<file path="config.mk">
export PLATFORM = sky130hd
export DESIGN_NAME = fx2_fifo_scheduler
export DESIGN_NICKNAME = d
export VERILOG_FILES = /design/src/rtl/fx2_fifo_scheduler.sv
export SDC_FILE = /design/constraint.sdc
export NUM_CORES = 1
export LEC_CHECK = 0
export CAP_MARGIN = 15
export CORE_ASPECT_RATIO = 1.4
export CORE_UTILIZATION = 54
export CTS_CLUSTER_DIAMETER = 40
export DETAILED_ROUTE_END_ITERATION = 8
export PLACE_DENSITY = 0.8
export SYNTH_ARGS = -nofsm -noshare
export SYNTH_HDL_FRONTEND = slang
export SYNTH_SLANG_ARGS = --single-unit
</file>
<file path="constraint.sdc">
create_clock -name IFCLK -period 3.3 [get_ports IFCLK]
set_input_delay 0.66 -clock IFCLK [delete_from_list [all_inputs] [get_ports IFCLK]]
set_output_delay 0.66 -clock IFCLK [all_outputs]
set_load 0.03 [all_outputs]
</file>
<file path="src/rtl/fx2_fifo_scheduler.sv">
`timescale 1ns/1ps
// FX2LP slave-FIFO bus scheduler: DAC playback reads EP2, ADC capture writes EP6
// through a small FIFO, with round-robin arbitration and idle short-packet commit.
module fx2_fifo_scheduler #(
    parameter int unsigned RATE_W      = 26,
    parameter int unsigned WFIFO_DEPTH = 8,
    parameter int unsigned PKT_TIMEOUT = 4096
) (
    input  logic              IFCLK,
    input  logic              RESET_N,
    input  logic [RATE_W-1:0] DAC_PERIOD,
    output logic [7:0]        DAC_DATA,
    output logic              DAC_VALID,
    input  logic [7:0]        ADC_DATA,
    input  logic              ADC_STB,
    input  logic              CLR_STATUS,
    output logic              DAC_UNDERRUN,
    output logic              ADC_OVERFLOW,
    input  logic [7:0]        FD_I,
    output logic [7:0]        FD_O,
    output logic              FD_OE,
    output logic              SLRDN,
    output logic              SLWRN,
    output logic              SLOEN,
    output logic [1:0]        FIFOADR,
    output logic              PKTENDN,
    input  logic [2:0]        FLAGN
);

    localparam int unsigned AW = $clog2(WFIFO_DEPTH);
    localparam int unsigned TW = $clog2(PKT_TIMEOUT + 1);

    typedef enum logic [2:0] {
        IDLE, RD_ADDR, RD_OE, RD_STB, WR_ADDR, WR_STB, PKTEND
    } state_t;

    typedef enum logic {GRANT_RD, GRANT_WR} grant_t;

    state_t            state, state_next;
    grant_t            last_grant;

    logic [RATE_W-1:0] tick_cnt;
    logic              tick, rd_pend, rd_issue, rd_req, wr_req;
    logic              underrun_set, overflow_set;

    logic [7:0]        fifo_mem [WFIFO_DEPTH];
    logic [AW:0]       wptr, rptr;
    logic              fifo_empty, fifo_full, push, pop;
    logic [7:0]        head;

    logic [8:0]        byte_cnt;
    logic [TW-1:0]     idle_cnt;
    logic              pkt_req, idle_run;

    logic              rd_fast, wr_fast;
    logic              slrdn_n, slwrn_n, sloen_n, fd_oe_n, pktendn_n;
    logic [1:0]        fifoadr_n;
    logic [7:0]        fd_o_n;

    logic              unused_flag;
    assign unused_flag = FLAGN[0];

    always_comb begin
        tick         = (DAC_PERIOD != '0) && (tick_cnt == DAC_PERIOD - RATE_W'(1));
        rd_issue     = (state_next == RD_STB);
        underrun_set = tick && rd_pend && !rd_issue;
        rd_req       = rd_pend && FLAGN[2];
        fifo_empty   = (wptr == rptr);
        fifo_full    = (wptr[AW] != rptr[AW]) && (wptr[AW-1:0] == rptr[AW-1:0]);
        pop          = (state == WR_STB);
        push         = ADC_STB && (!fifo_full || pop);
        overflow_set = ADC_STB && fifo_full && !pop;
        wr_req       = !fifo_empty && FLAGN[1];
        head         = fifo_mem[rptr[AW-1:0]];
        idle_run     = (byte_cnt != '0) && fifo_empty && (state != WR_STB) && !pkt_req;
    end

    always_ff @(posedge IFCLK or negedge RESET_N) begin
        if (!RESET_N) begin
            tick_cnt     <= '0;
            rd_pend      <= 1'b0;
            DAC_UNDERRUN <= 1'b0;
            ADC_OVERFLOW <= 1'b0;
        end else begin
            if ((DAC_PERIOD == '0) || tick)
                tick_cnt <= '0;
            else
                tick_cnt <= tick_cnt + RATE_W'(1);
            // A tick coinciding with the strobe issue becomes the next pending read
            rd_pend <= tick || (rd_pend && !rd_issue);
            if (underrun_set)
                DAC_UNDERRUN <= 1'b1;
            else if (CLR_STATUS)
                DAC_UNDERRUN <= 1'b0;
            if (overflow_set)
                ADC_OVERFLOW <= 1'b1;
            else if (CLR_STATUS)
                ADC_OVERFLOW <= 1'b0;
        end
    end

    always_ff @(posedge IFCLK or negedge RESET_N) begin
        if (!RESET_N) begin
            wptr <= '0;
            rptr <= '0;
        end else begin
            if (push)
                wptr <= wptr + (AW+1)'(1);
            if (pop)
                rptr <= rptr + (AW+1)'(1);
        end
    end

    always_ff @(posedge IFCLK) begin
        if (push)
            fifo_mem[wptr[AW-1:0]] <= ADC_DATA;
    end

    always_comb begin
        rd_fast    = (FIFOADR == 2'b00) && !SLOEN;
        wr_fast    = (FIFOADR == 2'b10) && FD_OE;
        state_next = state;
        case (state)
            IDLE: begin
                if (rd_req && (!wr_req || last_grant == GRANT_WR))
                    state_next = rd_fast ? RD_STB : RD_ADDR;
                else if (wr_req)
                    state_next = wr_fast ? WR_STB : WR_ADDR;
                else if (pkt_req)
                    state_next = PKTEND;
            end
            RD_ADDR: state_next = RD_OE;
            RD_OE:   state_next = RD_STB;
            RD_STB:  state_next = IDLE;
            WR_ADDR: state_next = WR_STB;
            WR_STB:  state_next = IDLE;
            PKTEND:  state_next = IDLE;
            default: state_next = IDLE;
        endcase
    end

    // Pin values are decoded from the next state so every output is a flop
    always_comb begin
        slrdn_n   = 1'b1;
        slwrn_n   = 1'b1;
        pktendn_n = 1'b1;
        sloen_n   = SLOEN;
        fd_oe_n   = FD_OE;
        fifoadr_n = FIFOADR;
        fd_o_n    = FD_O;
        case (state_next)
            RD_ADDR: begin
                fd_oe_n   = 1'b0;
                sloen_n   = 1'b1;
                fifoadr_n = 2'b00;
            end
            RD_OE, RD_STB: begin
                fd_oe_n   = 1'b0;
                sloen_n   = 1'b0;
                fifoadr_n = 2'b00;
                slrdn_n   = (state_next != RD_STB);
            end
            WR_ADDR, WR_STB: begin
                sloen_n   = 1'b1;
                fd_oe_n   = 1'b1;
                fifoadr_n = 2'b10;
                fd_o_n    = head;
                slwrn_n   = (state_next != WR_STB);
            end
            PKTEND: begin
                fifoadr_n = 2'b10;
                pktendn_n = 1'b0;
            end
            default: ;
        endcase
    end

    always_ff @(posedge IFCLK or negedge RESET_N) begin
        if (!RESET_N) begin
            state      <= IDLE;
            last_grant <= GRANT_WR;
            SLRDN      <= 1'b1;
            SLWRN      <= 1'b1;
            PKTENDN    <= 1'b1;
            SLOEN      <= 1'b1;
            FD_OE      <= 1'b0;
            FD_O       <= '0;
            FIFOADR    <= 2'b00;
            DAC_DATA   <= '0;
            DAC_VALID  <= 1'b0;
        end else begin
            state     <= state_next;
            SLRDN     <= slrdn_n;
            SLWRN     <= slwrn_n;
            PKTENDN   <= pktendn_n;
            SLOEN     <= sloen_n;
            FD_OE     <= fd_oe_n;
            FD_O      <= fd_o_n;
            FIFOADR   <= fifoadr_n;
            DAC_VALID <= (state == RD_STB);
            if (state == RD_STB) begin
                DAC_DATA   <= FD_I;
                last_grant <= GRANT_RD;
            end else if (state == WR_STB) begin
                last_grant <= GRANT_WR;
            end
        end
    end

    always_ff @(posedge IFCLK or negedge RESET_N) begin
        if (!RESET_N) begin
            byte_cnt <= '0;
            idle_cnt <= '0;
            pkt_req  <= 1'b0;
        end else begin
            if (state == PKTEND)
                byte_cnt <= '0;
            else if (state == WR_STB)
                byte_cnt <= byte_cnt + 9'd1;
            if ((state == WR_STB) || (byte_cnt == '0))
                idle_cnt <= '0;
            else if (idle_run)
                idle_cnt <= idle_cnt + TW'(1);
            if (state == PKTEND)
                pkt_req <= 1'b0;
            else if (idle_run && (idle_cnt == TW'(PKT_TIMEOUT - 1)))
                pkt_req <= 1'b1;
        end
    end

endmodule

</file>
# == Yosys cells after proc, flatten, opt, wreduce, memory -nomap -nowiden ==
# Memories as Yosys holds them, arrays and structs flattened. A register that Yosys moved wholly into a read port is not among the register bits.
# Cells that the tools add are included.
# totals
regBits,80
ramBits,64
input_bits,49
out_inout_bits,26
elab_cells,123
n_memories,1
# classes
n_addsub,6
eq_ne,21
n_mux,26
n_reduce_logical,50
# memory_table
name,words,word_bits,rd,rd_ports_with_merged_regs,write_ports,line,text
fifo_mem,8,8,1,1,1,46,logic [7:0] fifo_mem [WFIFO_DEPTH];
# ops
op,n
adder 26 x 1 -> 26 bit (second input constant),1
equality test 26 bit,1
logical NOT 26 bit,1
2-to-1 mux 13 bit,2
2-to-1 mux 26 bit,1
nonzero test 26 bit,1
subtractor 26 x 1 -> 26 bit (second input constant),1
equality test 3 bit (second input constant),6
2-to-1 mux 9 bit,2
nonzero test 2 bit,9
logical AND 1 bit,17
adder 13 x 1 -> 13 bit (second input constant),1
equality test 13 x 12 -> 1 bit (second input constant),1
2-to-1 mux 1 bit,13
equality test 3 x 2 -> 1 bit (second input constant),4
one-hot mux 3 bit (4 select lines),1
adder 9 x 1 -> 9 bit (second input constant),1
logical NOT 9 bit,1
2-to-1 mux 3 bit,3
nonzero test 9 bit,1
OR reduction 3 bit,3
adder 4 x 1 -> 4 bit (second input constant),2
logical NOT 1 bit,8
equality test 3 x 1 -> 1 bit (second input constant),2
other kinds (13),20

# == Logic depth before layout (Yosys ltp) ==
# depth
ltp_word,12
depth_mapped,11
ltp_nobuf,9

# == Worst setup path after synthesis ==
# OpenSTA, ideal clock, no wires.
# synth_path
kind,input -> register
from,in DAC_PERIOD[0]
to,reg tick_cnt[10]
setup_time_ns,0.136
arrival_ns,3.124
path_slack_ns,0.040
stages,10
path_buffers,1
cell_sequence,inv_1 -> ha_1 -> nor3b_1 -> xnor2_1 -> o2111ai_1 -> or4_1 -> a2111o_1 -> nor4b_4 -> buf_6 -> nor3_1
# synth_via
elab_chain_len,5
# synth_rtl
item,line,text
start: declaration,11,"input logic [RATE_W-1:0] DAC_PERIOD,"
subtractor 26 x 1 -> 26 bit,64,tick = (DAC_PERIOD != '0) && (tick_cnt == DAC_PERIOD - RATE_W'(1));
equality test 26 bit,64,
logical AND 1 bit,64,
logical OR 1 bit (*),85,if ((DAC_PERIOD == '0) || tick)
2-to-1 mux 26 bit (*),85,
end signal: assignment,88,tick_cnt <= tick_cnt + RATE_W'(1);
end: declaration,42,logic [RATE_W-1:0] tick_cnt;
# Every way passes the cells marked *; elsewhere a longest branch is shown, timed or not.
# A chain may end at the register's enable or synchronous reset.

# == Worst setup path after layout ==
# layout_path
from,in DAC_PERIOD[5]
to,reg tick_cnt[12]
# Same word-level chain as after synthesis.

==> results.yml <==
worst_setup_path:
  cp_max_fo: 26
  rr_worst_depth: 8
  r2r-end: "FD_O[3]"
  cp-start-kind: "input port"
  cp.arrival_ns: 3.44
  r2r_setup_slack_ns: 0.37
  cp.required_ns: 3.59
  cp-end-kind: "flop"
  rr_startpoint: "wptr[0]"
  crit_type: "in2reg"
finish:
  diodes: 0
  layout_commonest_cell: "dfrtp_1"
  utilization_pct: 70.3
  fin_area_sq_um: 9410
  syn_to_final_growth_pct: 26.8
  layout-drive-gt1-share_pct: 18.3
  layout.nets: 830
  final_cell_mix: "82 x dfrtp_1, 75 x nand2_1, 71 x clkdlybuf4s50_1"
  nFillCells: 989
routing:
  drtAntennaViolNets: 0
  wire_per_inst_um: 17.8
  viasPerCell: 5.78
  wl_um: 17200
  dr.pass1.iters: 5
  drc: 0
  num_vias: 5592
  drtIter0Drc: 312
placed_design:
  place_ws_ns: -0.255
  dp_hpwl_um: 12300
  dpl-instance-area_sq_um: 8740
  numPortBuffers: 72
  gp_congestion: 0.861
grt:
  grt_pass1_wl_um: 28300
  use_met2_pct: 48.7
  grt_max_degree: 88
  globalRoute.busiestLayer: "met2"
  grtUsageMet3_pct: 4.66
  met1_usage_pct: 27.9
  antenna_found_initial: 0
  grt_pass1_vias: 5922
  grt_overflow: 0
  grt_usage_pct: 26.2
power_and_ir_drop:
  p_total_mw: 6.67
  leakage_nw: 3.68
  ir_drop_v: 0.000559
  p_per_area_nw_per_um2: 709
cts:
  numCtsBuffers: 17
  ctsRootBufferMaster: "clkbuf_16"
  clk_pin_slew_ns: 0.06
  clock_path_buffers: 2
  clkLatencyLatePin_ns: 0.41
  ctsHoldBuffers: 0
  cts_tree: "done"
  cts_sinks: 151
  htree_levels: 4
sta:
  maxSlewViolCount: 0
  fin_skew_ns: 0.00901
  slew-limit-headroom_pct: 36.1
  fmax_ghz: 0.317
  finalSetupViolations: 0
  worst_pin_slew_ns: 0.954
  period_minus_slack_ns: 3.15
  min_period_over_period_pct: 95.6
  hold_viol: 0
  fin_ws_ns: 0.146
  rsz0062_at_grt: "false"
  whs_ns: 0.149
synth:
  ys_seq_area_share_pct: 55.3
  synth_area_sq_um: 7420
  async_flop_share_pct: 57.6
  synthFlopType: "dfrtp_1"
  yosysUniqueCellTypes: 65
  syn_inst: 638
  synth_seq_cells: 151
  synth_fp_nets: 695
  yosysWarnings: 0
  synth_edf_count: 64
  syn_area_per_cell_sq_um: 11.6
hold_path:
  min_path_type: "in2async"
floorplan:
  initial_core_util_pct: 55.4
  core_sq_um: 13400
  pin_count: 75
  rows: 50
  die_area_sq_um: 14200
  die_w_um: 101
  die_h_um: 141
job:
  maxCapViolations: 0
status:
  status: "finished, final reports clean"
## report_power, final
group | internal, mW | switching [mW]
Sequential | 2.33 | 0.224
Combinational | 0.942 | 1.16
Clock | 1.27 | 0.738
## metrics by stage
stage / std cells / setup TNS (ns)
2_1_floorplan: 638 / 0
3_3_place_gp: 935 / -6.80
3_5_place_dp: 935 / -6.64
4_1_cts: 967 / 0
5_1_grt: 968 / 0
6_report: 968 / 0
## layer usage
layer / vias to the layer above / part of all wire, %
li1: 2583 / -
met1: 2778 / 37
met2: 180 / 56
met3: 51 / 3.6
met4: 0 / 3.9
met5: - / 0
## worst max path at each step
| stage | startpoint | slack [ns] | depth (start not counted) | endpoint |
|---|---|---|---|---|
| 2_1_floorplan | DAC_PERIOD[0] | 0.04 | 10 | tick_cnt[10] |
| 6_report | DAC_PERIOD[5] | 0.15 | 9 | tick_cnt[12] |
| 3_3_place_gp | DAC_PERIOD[0] | -0.25 | 11 | tick_cnt[9] |
| 3_5_place_dp | DAC_PERIOD[1] | -0.25 | 11 | tick_cnt[11] |
| 4_1_cts | DAC_PERIOD[1] | 0.15 | 11 | tick_cnt[12] |
| 5_1_grt | DAC_PERIOD[9] | 0.04 | 8 | tick_cnt[4] |
## what timing repair did
item | CTS | global route
resized for setup | 0 | 1
endpoints found under the setup margin | 0 | 7
buffers inserted | 0 | 0
## worst max-delay path, stage by stage
cell and delay [ns]:
clkdlybuf4s50_1 0.48, nor4_4 0.37, nand3_2 0.11, or4_1 0.48, a22o_1 0.25, a2111o_1 0.46, nor4b_4 0.35, buf_12 0.21
nor3_1 0.07
## state kept, by name, indices dropped and copies added, names as in the netlist, 3 cells and up
register,flops
fifo_mem,64
tick_cnt,26
idle_cnt,13
byte_cnt,9
DAC_DATA,8
FD_O,8
rptr,4
wptr,4
state,3
## logic make-up (layout without fill, tap and decap cells)
kind of cell / count (synthesis) / after routing / share of synthesized area [%]
buffers and inverters: 35 / 183 / 2.04
DFF: 151 / 151 / 55.3
muxes: 34 / 34 / 7.57
adders and majority gates: 8 / 8 / 1.35
other: 1 / 1 / 0.0506
xor gates and xnor gates: 81 / 81 / 9.56
AOI/OAI and AO/OA: 57 / 57 / 5.33
and+or+nand+nor: 271 / 271 / 18.8
## final cells by class
| class | count | area [sq um] | share of cell area [%] |
|---|---|---|---|
| Clock inverter | 9 | 110 | 1.17 |
| Multi-Input combinational cell | 452 | 3170 | 33.7 |
| Inverter | 18 | 67.6 | 0.718 |
| Clock buffer | 23 | 522 | 5.55 |
| Timing Repair Buffer | 133 | 1210 | 12.8 |
| Tap cell | 182 | 228 | 2.42 |
| Sequential cell | 151 | 4110 | 43.6 |
## synth_stat cells (5+ instances only)
| library cell | number | area (sq um) |
|---|---|---|
| inv_1 | 17 | 63.8 |
| clkbuf_1 | 10 | 37.5 |
| mux4_2 | 16 | 360 |
| or4_1 | 6 | 45.0 |
| edfxtp_1 | 64 | 1920 |
| o21ai_0 | 14 | 70.1 |
| nor2b_1 | 5 | 31.3 |
| mux2_2 | 17 | 191 |
| xor2_1 | 31 | 272 |
| nand4_1 | 19 | 119 |
| a22o_1 | 5 | 43.8 |
| nor4_1 | 7 | 43.8 |
| and3_1 | 10 | 62.6 |
| dfrtp_1 | 82 | 2050 |
| nor3_1 | 31 | 155 |
| dfstp_2 | 5 | 131 |
| a21oi_1 | 9 | 45.0 |
| xnor2_1 | 50 | 438 |
| ha_1 | 8 | 100 |
| o31ai_1 | 5 | 37.5 |
| nor2_1 | 59 | 221 |
| nand2_1 | 75 | 282 |
| nand3_1 | 22 | 110 |
No activity file was read; power rests on OpenSTA's default activity.
